### src/rtl/pwm_capture_pkg.sv
// Shared PWM definitions: capture FSM encoding, synchronizer depth default,
// and the counter widths of the companion PWM generator.
package pwm_capture_pkg;

    typedef enum logic [1:0] {
        ST_IDLE = 2'b00,
        ST_HIGH = 2'b01,
        ST_LOW  = 2'b10
    } cap_state_e;

    localparam int SYNC_STAGES_DEF = 2;

    // Generator counter widths, kept here so loopback setups agree on ranges
    localparam int GEN_TOP_WIDTH = 8;
    localparam int GEN_CMP_WIDTH = 8;

endpackage

### src/rtl/pwm_capture_sync_edge.sv
// Multi-stage synchronizer for an asynchronous input followed by a registered
// edge detector; reusable by any block that samples a slow external level.
module sync_edge
    import pwm_capture_pkg::*;
#(
    parameter int STAGES = SYNC_STAGES_DEF
) (
    input  logic clk,
    input  logic rst,
    input  logic din,
    output logic level,
    output logic rise,
    output logic fall
);

    if (STAGES < 2) begin : g_bad_stages
        $error("sync_edge: STAGES must be at least 2");
    end

    logic [STAGES-1:0] sync_r;
    logic              sync_s;
    logic              prev_r;
    logic              rise_r;
    logic              fall_r;

    assign sync_s = sync_r[STAGES-1];

    // Synchronizer chain, previous-sample register and registered edge pulses
    always_ff @(posedge clk or posedge rst) begin
        if (rst) begin
            sync_r <= {STAGES{1'b0}};
            prev_r <= 1'b0;
            rise_r <= 1'b0;
            fall_r <= 1'b0;
        end else begin
            sync_r <= {sync_r[STAGES-2:0], din};
            prev_r <= sync_s;
            rise_r <= sync_s & ~prev_r;
            fall_r <= ~sync_s & prev_r;
        end
    end

    // level tracks the sample the edge pulses were derived from
    assign level = prev_r;
    assign rise  = rise_r;
    assign fall  = fall_r;

endmodule

### src/rtl/pwm_capture.sv
// PWM period / high-time measurement with saturation timeout; all results are
// registered and refer to the last complete rising-to-rising period.
module pwm_capture
    import pwm_capture_pkg::*;
#(
    parameter int WIDTH       = 16,
    parameter int SYNC_STAGES = SYNC_STAGES_DEF
) (
    input  logic             i_clk,
    input  logic             i_rst,
    input  logic             i_pwm,
    output logic [WIDTH-1:0] o_period,
    output logic [WIDTH-1:0] o_high,
    output logic             o_valid,
    output logic             o_timeout,
    output logic             o_level
);

    localparam logic [WIDTH-1:0] CNT_MAX = {WIDTH{1'b1}};
    localparam logic [WIDTH-1:0] CNT_ONE = {{(WIDTH-1){1'b0}}, 1'b1};

    logic             level_s;
    logic             rise_s;
    logic             fall_s;
    logic             cnt_sat_s;

    cap_state_e       state_r;
    cap_state_e       state_next_s;
    logic [WIDTH-1:0] counter_r;
    logic [WIDTH-1:0] high_r;
    logic [WIDTH-1:0] high_next_s;
    logic [WIDTH-1:0] period_next_s;
    logic [WIDTH-1:0] high_out_next_s;
    logic             valid_next_s;
    logic             timeout_next_s;

    // Restart at 1 on a rise so that edges k cycles apart measure exactly k
    function automatic logic [WIDTH-1:0] cnt_step(input logic [WIDTH-1:0] cnt,
                                                  input logic             restart);
        logic [WIDTH-1:0] nxt;
        if (restart) begin
            nxt = CNT_ONE;
        end else if (cnt == CNT_MAX) begin
            nxt = cnt;
        end else begin
            nxt = cnt + CNT_ONE;
        end
        return nxt;
    endfunction

    sync_edge #(
        .STAGES (SYNC_STAGES)
    ) u_sync_edge (
        .clk   (i_clk),
        .rst   (i_rst),
        .din   (i_pwm),
        .level (level_s),
        .rise  (rise_s),
        .fall  (fall_s)
    );

    assign cnt_sat_s = (counter_r == CNT_MAX);

    // FSM state, free-running cycle counter and latched high time
    always_ff @(posedge i_clk or posedge i_rst) begin
        if (i_rst) begin
            state_r   <= ST_IDLE;
            counter_r <= {WIDTH{1'b0}};
            high_r    <= {WIDTH{1'b0}};
        end else begin
            state_r   <= state_next_s;
            counter_r <= cnt_step(counter_r, rise_s);
            high_r    <= high_next_s;
        end
    end

    // Next-state and next-output decode; a rise always beats saturation
    always_comb begin
        state_next_s    = state_r;
        high_next_s     = high_r;
        period_next_s   = o_period;
        high_out_next_s = o_high;
        valid_next_s    = 1'b0;
        timeout_next_s  = o_timeout;
        case (state_r)
            ST_IDLE: begin
                if (rise_s) begin
                    state_next_s = ST_HIGH;
                end else if (cnt_sat_s) begin
                    timeout_next_s = 1'b1;
                end else begin
                    state_next_s = ST_IDLE;
                end
            end
            ST_HIGH: begin
                if (rise_s) begin
                    // Missed fall: restart the period without reporting it
                    state_next_s = ST_HIGH;
                end else if (fall_s) begin
                    state_next_s = ST_LOW;
                    high_next_s  = counter_r;
                end else if (cnt_sat_s) begin
                    state_next_s   = ST_IDLE;
                    timeout_next_s = 1'b1;
                end else begin
                    state_next_s = ST_HIGH;
                end
            end
            ST_LOW: begin
                if (rise_s) begin
                    state_next_s    = ST_HIGH;
                    period_next_s   = counter_r;
                    high_out_next_s = high_r;
                    valid_next_s    = 1'b1;
                    timeout_next_s  = 1'b0;
                end else if (cnt_sat_s) begin
                    state_next_s   = ST_IDLE;
                    timeout_next_s = 1'b1;
                end else begin
                    state_next_s = ST_LOW;
                end
            end
            default: begin
                state_next_s = ST_IDLE;
            end
        endcase
    end

    // Registered outputs
    always_ff @(posedge i_clk or posedge i_rst) begin
        if (i_rst) begin
            o_period  <= {WIDTH{1'b0}};
            o_high    <= {WIDTH{1'b0}};
            o_valid   <= 1'b0;
            o_timeout <= 1'b0;
            o_level   <= 1'b0;
        end else begin
            o_period  <= period_next_s;
            o_high    <= high_out_next_s;
            o_valid   <= valid_next_s;
            o_timeout <= timeout_next_s;
            o_level   <= level_s;
        end
    end

endmodule

### config.mk
export PLATFORM = sky130hd
export DESIGN_NAME = pwm_capture
export DESIGN_NICKNAME = d
export VERILOG_FILES = /design/src/rtl/pwm_capture_pkg.sv /design/src/rtl/pwm_capture_sync_edge.sv /design/src/rtl/pwm_capture.sv
export SDC_FILE = /design/constraint.sdc
export NUM_CORES = 1
export LEC_CHECK = 0
export ABC_AREA = 1
export BUFFER_PORTS_ARGS = -buffer_cell sky130_fd_sc_hd__buf_4
export CAP_MARGIN = 20
export CORE_MARGIN = 1
export CORE_UTILIZATION = 40
export CTS_CLUSTER_DIAMETER = 80
export DETAILED_ROUTE_END_ITERATION = 10
export GPL_TIMING_DRIVEN = 0
export SLEW_MARGIN = 20
export SYNTH_ARGS = -nofsm -noshare
export SYNTH_HDL_FRONTEND = slang
export SYNTH_SLANG_ARGS = --single-unit
### constraint.sdc
create_clock -name i_clk -period 3.41 [get_ports i_clk]
set_input_delay 0.682 -clock i_clk [delete_from_list [all_inputs] [get_ports i_clk]]
set_output_delay 0.682 -clock i_clk [all_outputs]
set_load 0.01 [all_outputs]
-- Yosys cells after proc, flatten, opt, wreduce, memory -nomap -nowiden
Index checks and enable logic that the tools add are counted.
- $add $sub $neg: 1
- eq/ne operators: 8
- multiplexer cells: 18
- bitwise gates (word level): 5
- reductions and logical operators: 5
- operators by type and width (operator ; number):
    2-to-1 mux 16 bit ; 2
    adder 16 x 1 -> 16 bit (second input constant) ; 1
    equality test 16 bit (second input constant) ; 1
    2-to-1 mux 2 bit ; 6
    2-to-1 mux 1 bit ; 8
    != test 2 bit (second input constant) ; 3
    case mux 2 bit (3 select lines) ; 1
    AND reduction 4 bit ; 1
    != test 3 x 2 -> 1 bit (second input constant) ; 1
    NOT 1 bit ; 3
    case mux 1 bit (3 select lines) ; 1
    AND reduction 3 bit ; 1
    nonzero test 3 bit ; 1
    bitwise AND 1 bit ; 2
    equality test 2 x 1 -> 1 bit (second input constant) ; 1
    equality test 2 bit (second input constant) ; 1
    zero test 2 bit ; 1
    != test 2 x 1 -> 1 bit (second input constant) ; 1
    AND reduction 2 bit ; 1
- register bits: 74
- output and inout bits: 35

-- Logic depth before layout (Yosys ltp)
- word-level depth: 5
- mapped depth: 8
- mapped depth without buffers: 8

-- Hierarchy
From an unflattened synthesis, not the netlist that was laid out.
- cells, all modules: 356
- area, all modules: 3103.0 µm²
- modules (own cells, without submodules) (module ; times used ; cells an instance ; area an instance (µm²) ; seq. area each (µm²)):
    pwm_capture ; 1 ; 346 ; 2959.1 ; 1726.7
    sync_edge ; 1 ; 10 ; 143.9 ; 125.1

-- Worst setup path before layout
Ideal clock, no wire load.
- path type: reg2reg
- from: reg counter_r[1]
- to: reg counter_r[11]
- library setup time: 0.065 ns
- data arrival time: 1.266 ns
- slack: 2.079 ns
- cell stages (with the launch flop): 9
- path buffers: 1
- cells stage by stage: dfrtp_1 -> ha_1 -> nand3_2 -> inv_2 -> nand2_2 -> nor2_4 -> nand2_4 -> buf_6 -> nand2_1
- word-level cells in the longest chain between the ends: 3
- elaborated cells on any way between the ends: 5
- those cells by class: add/sub (1); eq/ne (2); mux (2)
- RTL lines (what ; RTL line ; RTL):
    start: declaration ; pwm_capture.sv:29 ; logic [WIDTH-1:0] counter_r;
    start signal: assignment ; pwm_capture.sv:68 ; counter_r <= {WIDTH{1'b0}};
    start signal: assignment ; pwm_capture.sv:72 ; counter_r <= cnt_step(counter_r, rise_s);
    adder 16 x 1 -> 16 bit ; pwm_capture.sv:46 ; nxt = cnt + CNT_ONE;
    2-to-1 mux 16 bit ; pwm_capture.sv:43 ; end else if (cnt == CNT_MAX) begin
    2-to-1 mux 16 bit ; pwm_capture.sv:41 ; if (restart) begin
Parallel ways exist; a longest one is shown, timed or not. The select of a mux whose other input is x is not followed.
A chain may end at the register's enable or synchronous reset.

-- Final worst setup path
- from: reg counter_r[1]
- to: reg counter_r[9]
The elaborated chain is that of the path after synthesis.

==> flow_summary.ini <==
[floorplanning]
core_area_sq_um = 7370
die_x_microns = 90.1
die_h_microns = 90.1
floorplan.initialDensity = 0.421
design.portCount = 38
die-area_sq_um = 8110
num_rows = 31

[power_and_ir_drop]
p_leak_nw = 1.95
power.density_nw_per_um2 = 535
max-vdd-ir-drop_uv = 238

[synthesis]
gate_count_of_the_mapped_netlist = 355
post_synth_num_cell_types = 22
yosys_register_bits = 74
synth.avg_cell_area_sq_um = 8.74
combined_area_of_all_synthesized_cells_sq_um = 3100
asyncSetResetFlopFracSynth = 1.00
synth-seq-area-share = 0.597
yosys_warnings = 0
synth_enable_flop_cells = 0
yosys_most_used_dff = dfrtp_1
syn-num-nets = 359

[setup_path]
critical_path_class = flip-flop to flip-flop
cp_top_family = simple AND/OR/NAND/NOR gates
worstRegToRegCells = 8
timing.critical_path.slowest_stage_cell = dfrtp_1
critical_path.cell_chain = ha_1 > nand3_2 > inv_2 > nand2_2 > nor2_4 > nand2_4 > buf_6 > nand2_1
cp_bufs_invs = 2
worst-path-stages = 8
worst-r2r-setup-slack_ns = 1.80
crit_path_launch_type = flip-flop
worst_ep_required_time_ns = 3.70
setup.worst_path.end_class = flip-flop
worstPathArrival_ns = 1.89
crit_fanout = 10
worst_r2r_endpoint = counter_r[9]
regToRegStartpoint = counter_r[1]
critical-path-max-stage-delay_ns = 0.43

[final_layout]
most_frequent_standard_cell_in_the_layout_excluding_fill_and_tap_cells = nand2_1
fin_cells = 508
diodes = 0
final_util = 0.502
mostFrequentLayoutCells = nand2_1, dfrtp_1, buf_4, inv_1, o21ai_0
fin_nets = 408
share_of_final_layout_standard_cells_stronger_than_drive_strength_1 = 0.181
area_overhead_of_the_layout_relative_to_synthesis_pct = 19.2

[clocking]
cts_repair_resize_count = 0
clk_latency_ns = 0.35
post_cts_hold_buffer_count = 0
cts_num_sinks = 74
cts.path.max_buffers = 2
tritoncts_clock_tree = built
h-tree-depth = 3
clock-root-buffer = clkbuf_8
cts-buffers-inserted = 9
cts.clk_slew.worst_paths_ns = 0.08
cts.repair_timing.setup_buffer_count = 0

[drt]
avgRoutedWirePerCell_microns = 13.5
dr.first_iter.drc_count = 112
drt-vias-per-instance = 4.80
antenna_violating_nets_post_route = 0
remaining_drc_errors = 0
route.vias.total = 2436
drt_first_pass_iters = 4
wl_mm = 6.87

[global_route]
largest_net_degree_at_the_start_of_global_routing = 53
number_of_global_route_vias_before_repair = 2356
globalRouteOverflowTotal = 0
initial_antenna_violation_count = 0
grt_pass1_wl_mm = 11.9
gr-usage-all-layers = 0.188

[sta]
report.final.setup_viol = 0
hold_viol = 0
max_freq_mhz = 622
max_slew.worst_pin.slew_ns = 0.465
worst_slew_margin_rel = 0.690
period_minus_slack_ns = 1.61
period_share = 0.472
clock_skew_ns = 0.00792
rsz_0062_raised_after_global_routing = no
final_max_slew_viols = 0

[placed_design]
io_buffer_count = 37
routabilityCongestion = 0.859
dpl.hpwl_mm = 4.83
dp_cells = 492

[flow_run]
drv_cap = 0

[min_path]
worst_hold_path_type = primary input to async pin

[outcome]
status = complete, no violations
## Yosys cell counts (3+ instances only)
cell type	count	share of area
a21oi_1	5	0.0081
buf_6	4	0.015
clkbuf_1	4	0.0048
dfrtp_1	74	0.60
inv_1	33	0.040
nand2_1	132	0.16
nand2_2	5	0.010
nand3_1	20	0.032
nand4_1	3	0.0060
nor2_1	21	0.025
o21ai_0	32	0.052
o21ai_1	7	0.011
## state kept, by name (all words and copies together) (netlist names)
| signal | count |
|---|---|
| o_period | 16 |
| u_sync_edge.fall | 1 |
| u_sync_edge.level | 1 |
| counter_r | 16 |
| u_sync_edge.sync_r | 2 |
| state_r | 2 |
| o_high | 16 |
| high_r | 16 |
| o_timeout | 1 |
| u_sync_edge.rise | 1 |
| o_valid | 1 |
| o_level | 1 |
## cell families (layout without fill, tap and decap cells)
logic type | Yosys count | after routing | share of synthesized area
compound gates | 44 | 44 | 0.0710
flops | 74 | 74 | 0.597
buf+inv | 46 | 100 | 0.0673
simple gates | 190 | 190 | 0.261
fa+ha+maj | 1 | 1 | 0.00403
## worst max-delay path by stage
stage | start | to | slack [ns]
floorplan | i_rst | counter_r[0] | 0.85
global placement | i_rst | o_high[15] | -0.08
detailed placement | counter_r[1] | counter_r[9] | 1.79
CTS | counter_r[1] | counter_r[6] | 1.78
global route | counter_r[1] | counter_r[13] | 1.65
finish | counter_r[1] | counter_r[9] | 1.80
## report_power, final
group          switching [W]  total (W)  internal [W]  leakage (nW)
sequential         0.0000800    0.00106      0.000976          1.00
clock               0.000323   0.000585      0.000262        0.0831
combinational       0.000206   0.000335      0.000129         0.864
## per-stage QoR
step | hold slack (ns) | area, sq um | worst slack [ns] | TNS (ns) | power [W]
after floorplan | 0.331 | 3100 | 0.846 | 0 | 0.00127
after global placement | 0.332 | 3500 | -0.0789 | -5.53 | 0.00140
after detailed placement | 0.337 | 3530 | 1.79 | 0 | 0.00141
after CTS | 0.293 | 3700 | 1.78 | 0 | 0.00199
after global routing | 0.300 | 3700 | 1.65 | 0 | 0.00210
final | 0.291 | 3700 | 1.80 | 0 | 0.00198
## final cells by class
class	count	area [sq um]
Clock buffer	11	131
Fill cell	708	3670
Clock inverter	5	31.3
Multi-Input combinational cell	235	1040
Timing Repair Buffer	38	305
Inverter	35	134
Buffer	11	77.6
Tap cell	99	124
Sequential cell	74	1850
## layer usage
metal / wire, microns / part of all wire / track usage / vias up
li1: - / - / - / 1208
met1: 3370 / 0.49 / 0.264 / 1162
met2: 3140 / 0.46 / 0.284 / 52
met3: 245 / 0.036 / 0.0499 / 14
met4: 120 / 0.017 / 0.0591 / 0
met5: 0 / 0 / 0 / -
Power figures use the tool's default switching activity.
